### config.mk
export PLATFORM = sky130hd
export DESIGN_NAME = pc_ctrl_flat
export DESIGN_NICKNAME = d
export VERILOG_FILES = /design/src/rtl/pc_ctrl_pkg.sv /design/src/rtl/pc_ctrl_if.sv /design/src/rtl/pc_next_sel.sv /design/src/rtl/pc_ctrl.sv /design/src/flat_wrapper.sv
export SDC_FILE = /design/constraint.sdc
export NUM_CORES = 1
export LEC_CHECK = 0
export BUFFER_PORTS_ARGS = -buffer_cell sky130_fd_sc_hd__buf_4
export CAP_MARGIN = 10
export CELL_PAD_IN_SITES_DETAIL_PLACEMENT = 0
export CELL_PAD_IN_SITES_GLOBAL_PLACEMENT = 1
export CORE_MARGIN = 2
export CORE_UTILIZATION = 31
export CTS_BUF_LIST = sky130_fd_sc_hd__clkbuf_4
export CTS_CLUSTER_SIZE = 14
export DETAILED_ROUTE_END_ITERATION = 8
export GPL_ROUTABILITY_DRIVEN = 0
export PLACE_DENSITY = 0.88
export SLEW_MARGIN = 30
export SYNTH_ARGS = -nofsm -noshare
export SYNTH_HDL_FRONTEND = slang
export SYNTH_SLANG_ARGS = --single-unit
### constraint.sdc
create_clock -name clock_i -period 2.3 [get_ports clock_i]
set_input_delay 0.46 -clock clock_i [delete_from_list [all_inputs] [get_ports clock_i]]
set_output_delay 0.46 -clock clock_i [all_outputs]
set_load 0.02 [all_outputs]
### src/rtl/pc_ctrl_pkg.sv
// -----------------------------------------------------------------------------
// pc_ctrl_pkg
//
// Shared constants for the program-counter unit of the pipelined MIPS core:
//   - ADDRWIDTH          : default PC / instruction-address width
//   - EXC_VECTOR_DEFAULT : default exception vector
//   - ST_IDLE .. ST_HALTED : 2-bit controller state encodings (kept as plain
//                            constants so older code can compare against them)
//   - pc_state_is_active() : true when the controller may load the PC
// -----------------------------------------------------------------------------
package pc_ctrl_pkg;

    localparam int          ADDRWIDTH          = 32;
    localparam logic [31:0] EXC_VECTOR_DEFAULT = 32'h0000_0080;

    typedef logic [1:0] pc_state_t;

    localparam pc_state_t ST_IDLE   = 2'b00;
    localparam pc_state_t ST_RUN    = 2'b01;
    localparam pc_state_t ST_STEP   = 2'b10;
    localparam pc_state_t ST_HALTED = 2'b11;

    // RUN and STEP are the only states in which the PC can move.
    function automatic logic pc_state_is_active(input pc_state_t st);
        return (st == ST_RUN) || (st == ST_STEP);
    endfunction

endpackage : pc_ctrl_pkg

### src/rtl/pc_ctrl_if.sv
// -----------------------------------------------------------------------------
// pc_ctrl_if
//
// Control / address bundle between the PC controller and its neighbours
// (debug unit, hazard unit, decode/execute redirect logic, IF stage).
//
//   Requests into the controller:
//     start_i, mode_step_i, step_i   debug-unit execution control
//     stall_i                        hazard unit hold
//     jump_i / jump_addr_i           jump redirect
//     branch_taken_i / branch_addr_i taken-branch redirect
//     exc_i                          exception request
//     halt_i                         HALT instruction decoded
//   Results out of the controller:
//     pc_o, pc_plus4_o               current PC and sequential successor
//     update_o                       one-cycle pulse after each PC load
//     running_o, halted_o            execution status
//     count_o                        saturating PC-load counter
//
//   modport master : the surrounding core (drives requests)
//   modport slave  : pc_ctrl
// -----------------------------------------------------------------------------
interface pc_ctrl_if
    import pc_ctrl_pkg::*;
#(
    parameter int NB_ADDR  = ADDRWIDTH,
    parameter int NB_COUNT = 32
);

    logic                start_i;
    logic                mode_step_i;
    logic                step_i;
    logic                stall_i;
    logic                jump_i;
    logic [NB_ADDR-1:0]  jump_addr_i;
    logic                branch_taken_i;
    logic [NB_ADDR-1:0]  branch_addr_i;
    logic                exc_i;
    logic                halt_i;

    logic [NB_ADDR-1:0]  pc_o;
    logic [NB_ADDR-1:0]  pc_plus4_o;
    logic                update_o;
    logic                running_o;
    logic                halted_o;
    logic [NB_COUNT-1:0] count_o;

    modport master (
        output start_i, mode_step_i, step_i, stall_i,
               jump_i, jump_addr_i, branch_taken_i, branch_addr_i,
               exc_i, halt_i,
        input  pc_o, pc_plus4_o, update_o, running_o, halted_o, count_o
    );

    modport slave (
        input  start_i, mode_step_i, step_i, stall_i,
               jump_i, jump_addr_i, branch_taken_i, branch_addr_i,
               exc_i, halt_i,
        output pc_o, pc_plus4_o, update_o, running_o, halted_o, count_o
    );

endinterface : pc_ctrl_if

### src/rtl/pc_next_sel.sv
// -----------------------------------------------------------------------------
// pc_next_sel
//
// Purely combinational next-address selector.
//   Priority: exception vector > jump target > branch target > pc + INSTR_BYTES
//   Redirect targets are aligned to INSTR_BYTES by clearing their low bits.
//   The sequential increment wraps modulo 2^NB_ADDR.
//
// Ports:
//   pc_i            current PC
//   exc_i           exception request
//   jump_i          jump request,          jump_addr_i   its target
//   branch_taken_i  taken-branch request,  branch_addr_i its target
//   next_pc_o       selected next PC
//   seq_pc_o        pc_i + INSTR_BYTES (also drives pc_plus4_o upstream)
// -----------------------------------------------------------------------------
module pc_next_sel
    import pc_ctrl_pkg::*;
#(
    parameter int          NB_ADDR     = ADDRWIDTH,
    parameter logic [31:0] EXC_VECTOR  = EXC_VECTOR_DEFAULT,
    parameter int          INSTR_BYTES = 4
) (
    input  logic [NB_ADDR-1:0] pc_i,
    input  logic               exc_i,
    input  logic               jump_i,
    input  logic [NB_ADDR-1:0] jump_addr_i,
    input  logic               branch_taken_i,
    input  logic [NB_ADDR-1:0] branch_addr_i,
    output logic [NB_ADDR-1:0] next_pc_o,
    output logic [NB_ADDR-1:0] seq_pc_o
);

    // Number of low address bits that must be zero for an aligned fetch.
    localparam int ALIGN_BITS = (INSTR_BYTES > 1) ? $clog2(INSTR_BYTES) : 0;

    localparam logic [NB_ADDR-1:0] ALIGN_MASK =
        ~((NB_ADDR'(1) << ALIGN_BITS) - NB_ADDR'(1));

    localparam logic [NB_ADDR-1:0] INCREMENT = NB_ADDR'(INSTR_BYTES);

    // The vector is specified as 32 bits; narrower PCs keep the low bits.
    localparam logic [NB_ADDR-1:0] EXC_ADDR = NB_ADDR'(EXC_VECTOR);

    // Natural modulo-2^NB_ADDR addition gives the required wrap-around.
    assign seq_pc_o = pc_i + INCREMENT;

    always_comb begin
        // NOTE: every path through an always_comb must assign its outputs;
        // the leading default guarantees that and so no latch is inferred.
        next_pc_o = seq_pc_o;
        if (exc_i) begin
            next_pc_o = EXC_ADDR & ALIGN_MASK;
        end else if (jump_i) begin
            next_pc_o = jump_addr_i & ALIGN_MASK;
        end else if (branch_taken_i) begin
            next_pc_o = branch_addr_i & ALIGN_MASK;
        end
    end

endmodule : pc_next_sel

### src/rtl/pc_ctrl.sv
// -----------------------------------------------------------------------------
// pc_ctrl
//
// Program-counter controller at the head of the IF stage. Owns the PC
// register, the IDLE/RUN/STEP/HALTED execution FSM, and a saturating
// counter of PC loads. All registers update on the falling edge of clock_i;
// reset_i is synchronous, active-high and overrides every state.
//
// Ports:
//   clock_i   core clock (registers update on its falling edge)
//   reset_i   synchronous active-high reset
//   bus       pc_ctrl_if.slave: requests in, PC / status out
//
// Load rules:
//   RUN  : load enable = !stall_i
//   STEP : load enable = step_i & !stall_i (a step during a stall is lost)
//   exc_i in RUN/STEP always loads the exception vector, even when stalled
//   or not stepping, and beats a simultaneous halt_i.
//   halt_i with load enable high moves to HALTED without loading the PC.
// -----------------------------------------------------------------------------
module pc_ctrl
    import pc_ctrl_pkg::*;
#(
    parameter int                 NB_ADDR     = ADDRWIDTH,
    parameter int                 NB_COUNT    = 32,
    parameter logic [NB_ADDR-1:0] RESET_ADDR  = '0,
    parameter logic [31:0]        EXC_VECTOR  = EXC_VECTOR_DEFAULT,
    parameter int                 INSTR_BYTES = 4
) (
    input  logic      clock_i,
    input  logic      reset_i,
    pc_ctrl_if.slave  bus
);

    pc_state_t           state_q,  state_d;
    logic [NB_ADDR-1:0]  pc_q,     pc_d;
    logic [NB_COUNT-1:0] count_q,  count_d;
    logic                update_q, update_d;

    logic [NB_ADDR-1:0]  next_pc;
    logic [NB_ADDR-1:0]  seq_pc;
    logic                load_en;
    logic                do_load;

    // -------------------------------------------------------------------------
    // Next-address selection
    // -------------------------------------------------------------------------
    pc_next_sel #(
        .NB_ADDR     (NB_ADDR),
        .EXC_VECTOR  (EXC_VECTOR),
        .INSTR_BYTES (INSTR_BYTES)
    ) u_next_sel (
        .pc_i           (pc_q),
        .exc_i          (bus.exc_i),
        .jump_i         (bus.jump_i),
        .jump_addr_i    (bus.jump_addr_i),
        .branch_taken_i (bus.branch_taken_i),
        .branch_addr_i  (bus.branch_addr_i),
        .next_pc_o      (next_pc),
        .seq_pc_o       (seq_pc)
    );

    // -------------------------------------------------------------------------
    // FSM, PC and counter next-state logic
    // -------------------------------------------------------------------------
    always_comb begin
        state_d  = state_q;
        pc_d     = pc_q;
        count_d  = count_q;
        update_d = 1'b0;
        load_en  = 1'b0;
        do_load  = 1'b0;

        case (state_q)
            ST_IDLE: begin
                // Hold the reset address; only start_i is looked at here.
                pc_d = RESET_ADDR;
                if (bus.start_i) begin
                    state_d = bus.mode_step_i ? ST_STEP : ST_RUN;
                end
            end

            ST_RUN, ST_STEP: begin
                load_en = !bus.stall_i && ((state_q == ST_RUN) || bus.step_i);
                if (bus.exc_i) begin
                    // Exceptions ignore stall/step and suppress halt.
                    do_load = 1'b1;
                end else if (load_en) begin
                    if (bus.halt_i) begin
                        state_d = ST_HALTED;
                    end else begin
                        do_load = 1'b1;
                    end
                end
            end

            ST_HALTED: begin
                // Frozen until reset_i; all defaults already hold state.
            end

            default: begin
                state_d = ST_IDLE;
            end
        endcase

        if (do_load) begin
            pc_d     = next_pc;
            update_d = 1'b1;
            // Saturate rather than wrap so a long run never reads as short.
            count_d  = (count_q == '1) ? count_q : count_q + NB_COUNT'(1);
        end
    end

    // -------------------------------------------------------------------------
    // Registers (falling edge, synchronous reset)
    // -------------------------------------------------------------------------
    always_ff @(negedge clock_i) begin
        // NOTE: sequential state uses non-blocking assignments so every flop
        // samples pre-edge values regardless of statement order.
        if (reset_i) begin
            state_q  <= ST_IDLE;
            pc_q     <= RESET_ADDR;
            count_q  <= '0;
            update_q <= 1'b0;
        end else begin
            state_q  <= state_d;
            pc_q     <= pc_d;
            count_q  <= count_d;
            update_q <= update_d;
        end
    end

    // -------------------------------------------------------------------------
    // Outputs
    // -------------------------------------------------------------------------
    assign bus.pc_o       = pc_q;
    assign bus.pc_plus4_o = seq_pc;
    assign bus.update_o   = update_q;
    assign bus.running_o  = pc_state_is_active(state_q);
    assign bus.halted_o   = (state_q == ST_HALTED);
    assign bus.count_o    = count_q;

endmodule : pc_ctrl

### src/flat_wrapper.sv
// flat-port wrapper written by rule: the top's interface ports become plain ports
module pc_ctrl_flat import pc_ctrl_pkg::*;
#(
    parameter int                 NB_ADDR     = ADDRWIDTH,
    parameter int                 NB_COUNT    = 32,
    parameter logic [NB_ADDR-1:0] RESET_ADDR  = '0,
    parameter logic [31:0]        EXC_VECTOR  = EXC_VECTOR_DEFAULT,
    parameter int                 INSTR_BYTES = 4
)
  (clock_i, reset_i, bus_start_i, bus_mode_step_i, bus_step_i, bus_stall_i, bus_jump_i, bus_jump_addr_i, bus_branch_taken_i, bus_branch_addr_i, bus_exc_i, bus_halt_i, bus_pc_o, bus_pc_plus4_o, bus_update_o, bus_running_o, bus_halted_o, bus_count_o);
  pc_ctrl_if #(.NB_ADDR(NB_ADDR), .NB_COUNT(NB_COUNT)) bus_i ();
  input  logic clock_i;
  input  logic reset_i;
  input wire logic [$bits(bus_i.start_i)-1:0] bus_start_i;
  input wire logic [$bits(bus_i.mode_step_i)-1:0] bus_mode_step_i;
  input wire logic [$bits(bus_i.step_i)-1:0] bus_step_i;
  input wire logic [$bits(bus_i.stall_i)-1:0] bus_stall_i;
  input wire logic [$bits(bus_i.jump_i)-1:0] bus_jump_i;
  input wire logic [$bits(bus_i.jump_addr_i)-1:0] bus_jump_addr_i;
  input wire logic [$bits(bus_i.branch_taken_i)-1:0] bus_branch_taken_i;
  input wire logic [$bits(bus_i.branch_addr_i)-1:0] bus_branch_addr_i;
  input wire logic [$bits(bus_i.exc_i)-1:0] bus_exc_i;
  input wire logic [$bits(bus_i.halt_i)-1:0] bus_halt_i;
  output wire logic [$bits(bus_i.pc_o)-1:0] bus_pc_o;
  output wire logic [$bits(bus_i.pc_plus4_o)-1:0] bus_pc_plus4_o;
  output wire logic [$bits(bus_i.update_o)-1:0] bus_update_o;
  output wire logic [$bits(bus_i.running_o)-1:0] bus_running_o;
  output wire logic [$bits(bus_i.halted_o)-1:0] bus_halted_o;
  output wire logic [$bits(bus_i.count_o)-1:0] bus_count_o;
  assign bus_i.start_i = bus_start_i;
  assign bus_i.mode_step_i = bus_mode_step_i;
  assign bus_i.step_i = bus_step_i;
  assign bus_i.stall_i = bus_stall_i;
  assign bus_i.jump_i = bus_jump_i;
  assign bus_i.jump_addr_i = bus_jump_addr_i;
  assign bus_i.branch_taken_i = bus_branch_taken_i;
  assign bus_i.branch_addr_i = bus_branch_addr_i;
  assign bus_i.exc_i = bus_exc_i;
  assign bus_i.halt_i = bus_halt_i;
  assign bus_pc_o = bus_i.pc_o;
  assign bus_pc_plus4_o = bus_i.pc_plus4_o;
  assign bus_update_o = bus_i.update_o;
  assign bus_running_o = bus_i.running_o;
  assign bus_halted_o = bus_i.halted_o;
  assign bus_count_o = bus_i.count_o;
  pc_ctrl #(.NB_ADDR(NB_ADDR), .NB_COUNT(NB_COUNT), .RESET_ADDR(RESET_ADDR), .EXC_VECTOR(EXC_VECTOR), .INSTR_BYTES(INSTR_BYTES)) u_core (.clock_i(clock_i), .reset_i(reset_i), .bus(bus_i));
endmodule
; Yosys cells after proc, flatten, opt, wreduce, memory -nomap -nowiden
; Cells that the tools add are included.
; W data, S select, Z words.
[classes]
addsub = 2
n_eq_ne = 8
mux = 16
bitwise_logic = 1
n_reduce_logical = 10
[ops]
columns = op, n
row1 = $mux W32, 5
row2 = $add A32 B1 Y32 const B, 1
row3 = $add A32 B3 Y32 const B, 1
row4 = $eq A32 B32 Y1 const B, 1
row5 = $mux W2, 5
row6 = $ne A2 B2 Y1 const B, 3
row7 = $mux W1, 5
row8 = $reduce_and A5 Y1, 1
row9 = $eq A2 B2 Y1 const B, 2
row10 = $pmux W2 S2, 1
row11 = $reduce_bool A2 Y1, 2
row12 = $eq A2 B1 Y1 const B, 1
row13 = $logic_not A2 Y1, 1
row14 = $logic_or A1 B1 Y1, 2
row15 = $ne A2 B1 Y1 const B, 1
row16 = $reduce_and A2 Y1, 1
row17 = $reduce_or A2 Y1, 1
row18 = $logic_and A1 B1 Y1, 1
row19 = $logic_not A1 Y1, 1
row20 = $not A1 Y1, 1
[totals]
regBits = 67
input_bits = 74
output_inout_bits = 99
elab_cells = 41

; Depth between registers and ports, before layout
; Gate-level depths: netlist of run 1.
[logic_depth]
ltp_word = 7
ltp_mapped = 10

; By module
; A second synthesis of run 1 with hierarchy kept.
[unflattened]
cells_unflattened = 516
hier_area_um2 = 4299.1
[by_module_without_submodules]
columns = mod, instances, cells_each, area_per_inst_um2, seq_area_each_um2
row1 = pc_ctrl, 1, 293, 2840.2, 1341.3
row2 = pc_next_sel, 1, 223, 1458.9, 0.0

==> results.sh, run 1 <==
export IMPL_status="finished with violations"
export IMPL_failed_checks="setup timing"
export IMPL_antenna_found_initial=1
export IMPL_total_power_uw=4169
export IMPL_fin_hold_ws_ps=520.2
export IMPL_multi_input_area_um2=3598
export IMPL_final_cell_mix="buf_4, buf_6, inv_1"
export IMPL_seq_area_um2=1450
export IMPL_wl_per_cell_um=20.56
export IMPL_syn_inst=492
export IMPL_reg2reg_from="u_core.bus.pc_o[7]$_SDFFE_NP0P_"
export IMPL_cp_top_family="simple AND/OR/NAND/NOR gates"
export IMPL_ctsHtreeMaxLevel=3
export IMPL_crit_type="register to output pin"
export IMPL_synth_area_leaders="dfxtp_1, xor2_1, nor2_1, o21ai_0, nand2_1"
export IMPL_cts_sinks=65
export IMPL_io_pins=173
export IMPL_finalClockSkew_ps=75.92
export IMPL_dr_pass1_iters=8
export IMPL_cp_start_kind="register"
export IMPL_min_delay_start="u_core.bus.count_o[29]$_SDFFE_NP0P_"
export IMPL_cp_arrival_ps=3620
export IMPL_die_area_um2=13670
export IMPL_peakVddDrop_mv=0.3060
export IMPL_synth_top_area_share_pct=32.93
export IMPL_coreArea_um2=12520
export IMPL_final_cells=1124
export IMPL_dieWidth_um=116.9
export IMPL_vias_per_cell=5.561
export IMPL_synthDistinctLibCells=58
export IMPL_worstPathMaxFanout=3
export IMPL_path_common_cell="buf_6"
export IMPL_dp_hpwl_mm=11.34
export IMPL_syn_cell_area_um2=3951
export IMPL_drive_gt1_share_pct=64.98
export IMPL_setup_viol=158
export IMPL_fillers=795
export IMPL_hp_class="register to register"
export IMPL_critical_path_buf_inv_count=4
export IMPL_die_h_um=116.9
export IMPL_p_leak_uw=0.004585
export IMPL_numCtsBuffers=9
export IMPL_drc=0
export IMPL_hold_viol=0
export IMPL_clkTransAtPathRegs_ps=50
export IMPL_grt_ovfl_total=0
export IMPL_synth_seq_cells=65
export IMPL_critical_path_max_stage_delay_ps=510
export IMPL_async_flop_share_pct=0
export IMPL_layout_nets=1025
export IMPL_synth_edf_count=0
export IMPL_initial_core_util_pct=31.57
export IMPL_root_buffer="clkbuf_4"
export IMPL_insertion_delay_ps=520
export IMPL_p_int_uw=2574
export IMPL_cp_slowest_cell="or4_4"
export IMPL_syn2layout_area_growth_pct=138.6
export IMPL_cp_required_ps=1840
export IMPL_ant_nets=0
export IMPL_yosysSeqAreaShare_pct=32.93
export IMPL_rsz0062_at_grt="yes"
export IMPL_power_density_nw_per_um2=442.1
export IMPL_p_comb_share_pct=33.0
export IMPL_relSlewSlack_pct=42.85
export IMPL_clockBufferDepth=2
export IMPL_syn_avg_cell_area_um2=8.031
export IMPL_vias=6251
export IMPL_ys_flop_type="dfxtp_1"
export IMPL_grt_usage_pct=27.21
export IMPL_netSwitchingFraction_pct=38.26
export IMPL_pre_cts_ws_ps=-1156
export IMPL_wl_mm=23.11
export IMPL_grt_start_max_net_pins=37
export IMPL_pwr_share_seq_pct=29.1
export IMPL_grt_pass1_vias=5936
export IMPL_drtIter0Drc=628
export IMPL_max_cap_violations=0
export IMPL_drv_slew=0
export IMPL_clkPwrFrac_pct=37.9
export IMPL_placed_cells=921
export IMPL_yosys_warnings=0
export IMPL_hold_buffers=0
export IMPL_worst_slack_ps=-1782
export IMPL_final_common_cell="buf_4"
export IMPL_tns_ps=-87800
export IMPL_cp_startpoint="u_core.bus.pc_o[7]$_SDFFE_NP0P_"
export IMPL_worstMarginPinSlew_ps=855.4
export IMPL_p_switching_uw=1595
export IMPL_crit_chain="nand4_1 -> or4_4 -> buf_6 -> nor3_4 -> buf_6 -> buf_6 -> xor2_2 -> buf_6"
export IMPL_grt_pass1_wl_mm=28.99
export IMPL_end_kind="output pin"
export IMPL_fp_row_count=41
export IMPL_port_buffers=164
export IMPL_tritoncts="done"
export IMPL_yosysTopAreaCell="dfxtp_1"
## cell type report
type / count / share of cell area, %
timing repair buffer: 400 / 39.37
multi-input combinational: 398 / 38.16
sequential: 65 / 15.38
clock inverter: 72 / 3.729
tap: 172 / 2.282
clock buffer: 9 / 0.7166
inverter: 7 / 0.3317
antenna: 1 / 0.02654
## power groups by stage
stage	logic (µW)	registers, µW	clock network [µW]
after CTS	1190	1210	1480
after global placement	909	1230	174
after global routing	1450	1210	1720
after floorplan	469	1290	174
after detailed placement	928	1230	174
final	1380	1210	1580
## worst paths after layout
check,endpoint,slack (ps),cells after the start
setup / recovery,bus_pc_plus4_o[23],-1780,8
setup reg to reg,u_core.bus.pc_o[21]$_SDFFE_NP0P_,-210,11
hold reg to reg,u_core.bus.count_o[29]$_SDFFE_NP0P_,520,2
hold / removal,u_core.bus.count_o[29]$_SDFFE_NP0P_,520,2
## worst reg2reg max path: cells and delay by family, from the launching register on
family          cells  cell delay [ps]
buf+inv             5              680
compound gates      2              420
simple gates        4              980
flops               1              350
## cells in the mapped netlist, drive strengths merged, types with 9 or more instances
master,n
nand4,24
nand3,23
nand2,43
clkbuf,21
dfxtp,65
nor3,13
xnor2,18
a21oi,17
xor2,34
nor2,51
o21ai,35
mux2i,9
a22o,14
and3,14
a22oi,9
## logic make-up (layout without fill, tap and decap cells)
kind of cell	count (synthesis)	in the layout	synth area share [%]
compound gates	113	114	19.22
xor+xnor	52	52	11.53
fa+ha+maj	5	5	1.583
buf+inv	37	488	3.990
flops	65	65	32.93
mux	10	10	2.565
other cells	1	5	0.09491
simple gates	209	213	28.09
## metrics by stage
stage,util (%),instance area [µm²]
6_report,75.33,9429
3_3_place_gp,53.90,6746
2_1_floorplan,-,4596
3_5_place_dp,53.90,6746
4_1_cts,68.80,8612
5_1_grt,75.33,9429
## repair_timing
| action | CTS | global route |
|---|---|---|
| setup endpoints to repair | 157 | 157 |
| pin swaps | 69 | 65 |
| buffers inserted | 71 | 61 |
| gates resized for setup | 261 | 106 |
| gates cloned | 5 | 1 |
## layer usage
layer	vias to the layer above	global-route usage (%)	part of all wire, %
li1	2712	-	-
met1	2988	29.75	37
met2	420	47.32	49
met3	131	8.805	8.9
met4	0	13.80	5.6
met5	-	0	0
## state kept, by name, indices dropped and copies added (netlist names)
signal and count:
u_core.bus.count_o 32, u_core.bus.pc_o 30, u_core.bus.update_o 1, u_core.state_q 2
No activity file was read; power rests on OpenSTA's default activity.
==> run 2: changes to the inputs <==
--- a/config.mk
+++ b/config.mk
@@ -11,7 +11,7 @@
 export CELL_PAD_IN_SITES_GLOBAL_PLACEMENT = 1
 export CORE_MARGIN = 2
 export CORE_UTILIZATION = 31
-export CTS_BUF_LIST = sky130_fd_sc_hd__clkbuf_4
+export CTS_BUF_LIST = sky130_fd_sc_hd__clkbuf_8
 export CTS_CLUSTER_SIZE = 14
 export DETAILED_ROUTE_END_ITERATION = 8
 export GPL_ROUTABILITY_DRIVEN = 0
==> results.sh, run 2 (synthesis gave the netlist of run 1 again) <==
export IMPL_vias=6291
export IMPL_wl_per_cell_um=20.30
export IMPL_dieWidth_um=116.9
export IMPL_final_cell_mix="buf_4, buf_6, inv_1"
export IMPL_worstMarginPinSlew_ps=824.7
export IMPL_hold_buffers=0
export IMPL_grt_start_max_net_pins=37
export IMPL_crit_type="register to output pin"
export IMPL_total_power_uw=4289
export IMPL_ant_nets=0
export IMPL_coreArea_um2=12520
export IMPL_hold_viol=0
export IMPL_clkTransAtPathRegs_ps=60
export IMPL_root_buffer="clkbuf_8"
export IMPL_dp_hpwl_mm=11.34
export IMPL_relSlewSlack_pct=44.91
export IMPL_hp_class="register to register"
export IMPL_grt_usage_pct=27.00
export IMPL_numCtsBuffers=9
export IMPL_drc=0
export IMPL_initial_core_util_pct=31.57
export IMPL_power_density_nw_per_um2=458.8
export IMPL_cp_required_ps=1840
export IMPL_rsz0062_at_grt="yes"
export IMPL_insertion_delay_ps=430
export IMPL_grt_pass1_vias=6063
export IMPL_worst_slack_ps=-1733
export IMPL_placed_cells=921
export IMPL_dr_pass1_iters=6
export IMPL_fin_hold_ws_ps=559.0
export IMPL_tritoncts="done"
export IMPL_wl_mm=22.65
export IMPL_setup_viol=158
export IMPL_cp_arrival_ps=3570
export IMPL_io_pins=173
export IMPL_largest_register_ffs=32
export IMPL_fp_row_count=41
export IMPL_grt_ovfl_total=0
export IMPL_max_cap_violations=0
export IMPL_die_area_um2=13670
export IMPL_final_common_cell="buf_4"
export IMPL_status="finished with violations"
export IMPL_diodes=0
export IMPL_antenna_found_initial=0
export IMPL_die_h_um=116.9
export IMPL_drtIter0Drc=599
export IMPL_cts_sinks=65
export IMPL_drive_gt1_share_pct=63.67
export IMPL_finalClockSkew_ps=49.10
export IMPL_vias_per_cell=5.637
export IMPL_pre_cts_ws_ps=-1156
export IMPL_final_cells=1116
export IMPL_peakVddDrop_mv=0.3489
export IMPL_end_kind="output pin"
export IMPL_drv_slew=0
export IMPL_worstPathMaxFanout=4
export IMPL_grt_pass1_wl_mm=28.86
export IMPL_p_leak_uw=0.004574
export IMPL_cp_start_kind="register"
export IMPL_layout_nets=1018
export IMPL_syn2layout_area_growth_pct=136.6
export IMPL_port_buffers=164
export IMPL_ctsHtreeMaxLevel=3
export IMPL_failed_checks="setup timing"
export IMPL_clockBufferDepth=2
-- run 2: cell type report --
class | count | area [µm²]
Timing Repair Buffer | 393 | 3631
Multi-Input combinational cell | 398 | 3540
Inverter | 7 | 31.28
Fill cell | 784 | 3168
Clock buffer | 9 | 123.9
Tap cell | 172 | 215.2
Clock inverter | 72 | 351.6
Sequential cell | 65 | 1456
-- run 2: per-layer routing --
layer	track usage, %	vias up	part of all wire, %
met5	0	-	0
met4	15.69	0	5.6
met3	8.754	133	9.8
met2	47.48	455	50
met1	28.27	3013	35
li1	-	2690	-
-- run 2: worst paths after layout --
check / from / end / slack [ps] / cells after the start
setup reg to reg: u_core.bus.pc_o[10]$_SDFFE_NP0P_ / u_core.bus.pc_o[31]$_SDFFE_NP0P_ / -260 / 10
hold reg to reg: u_core.bus.count_o[29]$_SDFFE_NP0P_ / u_core.bus.count_o[29]$_SDFFE_NP0P_ / 560 / 2
setup / recovery: u_core.bus.pc_o[10]$_SDFFE_NP0P_ / bus_pc_plus4_o[31] / -1730 / 8
hold / removal: u_core.bus.count_o[29]$_SDFFE_NP0P_ / u_core.bus.count_o[29]$_SDFFE_NP0P_ / 560 / 2
-- run 2: power by group --
part | switching (µW) | internal (µW)
combinational | 638 | 681
clock | 900 | 860
sequential | 44.6 | 1170
-- run 2: worst max-delay path: stages, from the launching register on --
cell,delay [ps]
dfxtp_2,340
nand4_1,210
or4_4,520
buf_6,150
nor3_4,150
buf_4,170
nand4_4,130
xnor2_4,210
buf_6,140
-- run 2: timing repair --
item	4_1_cts	5_1_grt
setup buffers	71	59
gates resized for setup	263	88
pin swaps	67	53
endpoints found under the setup margin	158	159
cloned	5	2
-- run 2: through the flow --
stage / utilization, % / TNS [ps] / cell area (µm²)
floorplan: - / -60810 / 4596
global placement: 53.90 / -78320 / 6746
detailed placement: 53.90 / -80620 / 6746
CTS: 69.19 / -76350 / 8661
global route: 74.69 / -93160 / 9349
finish: 74.69 / -87740 / 9349
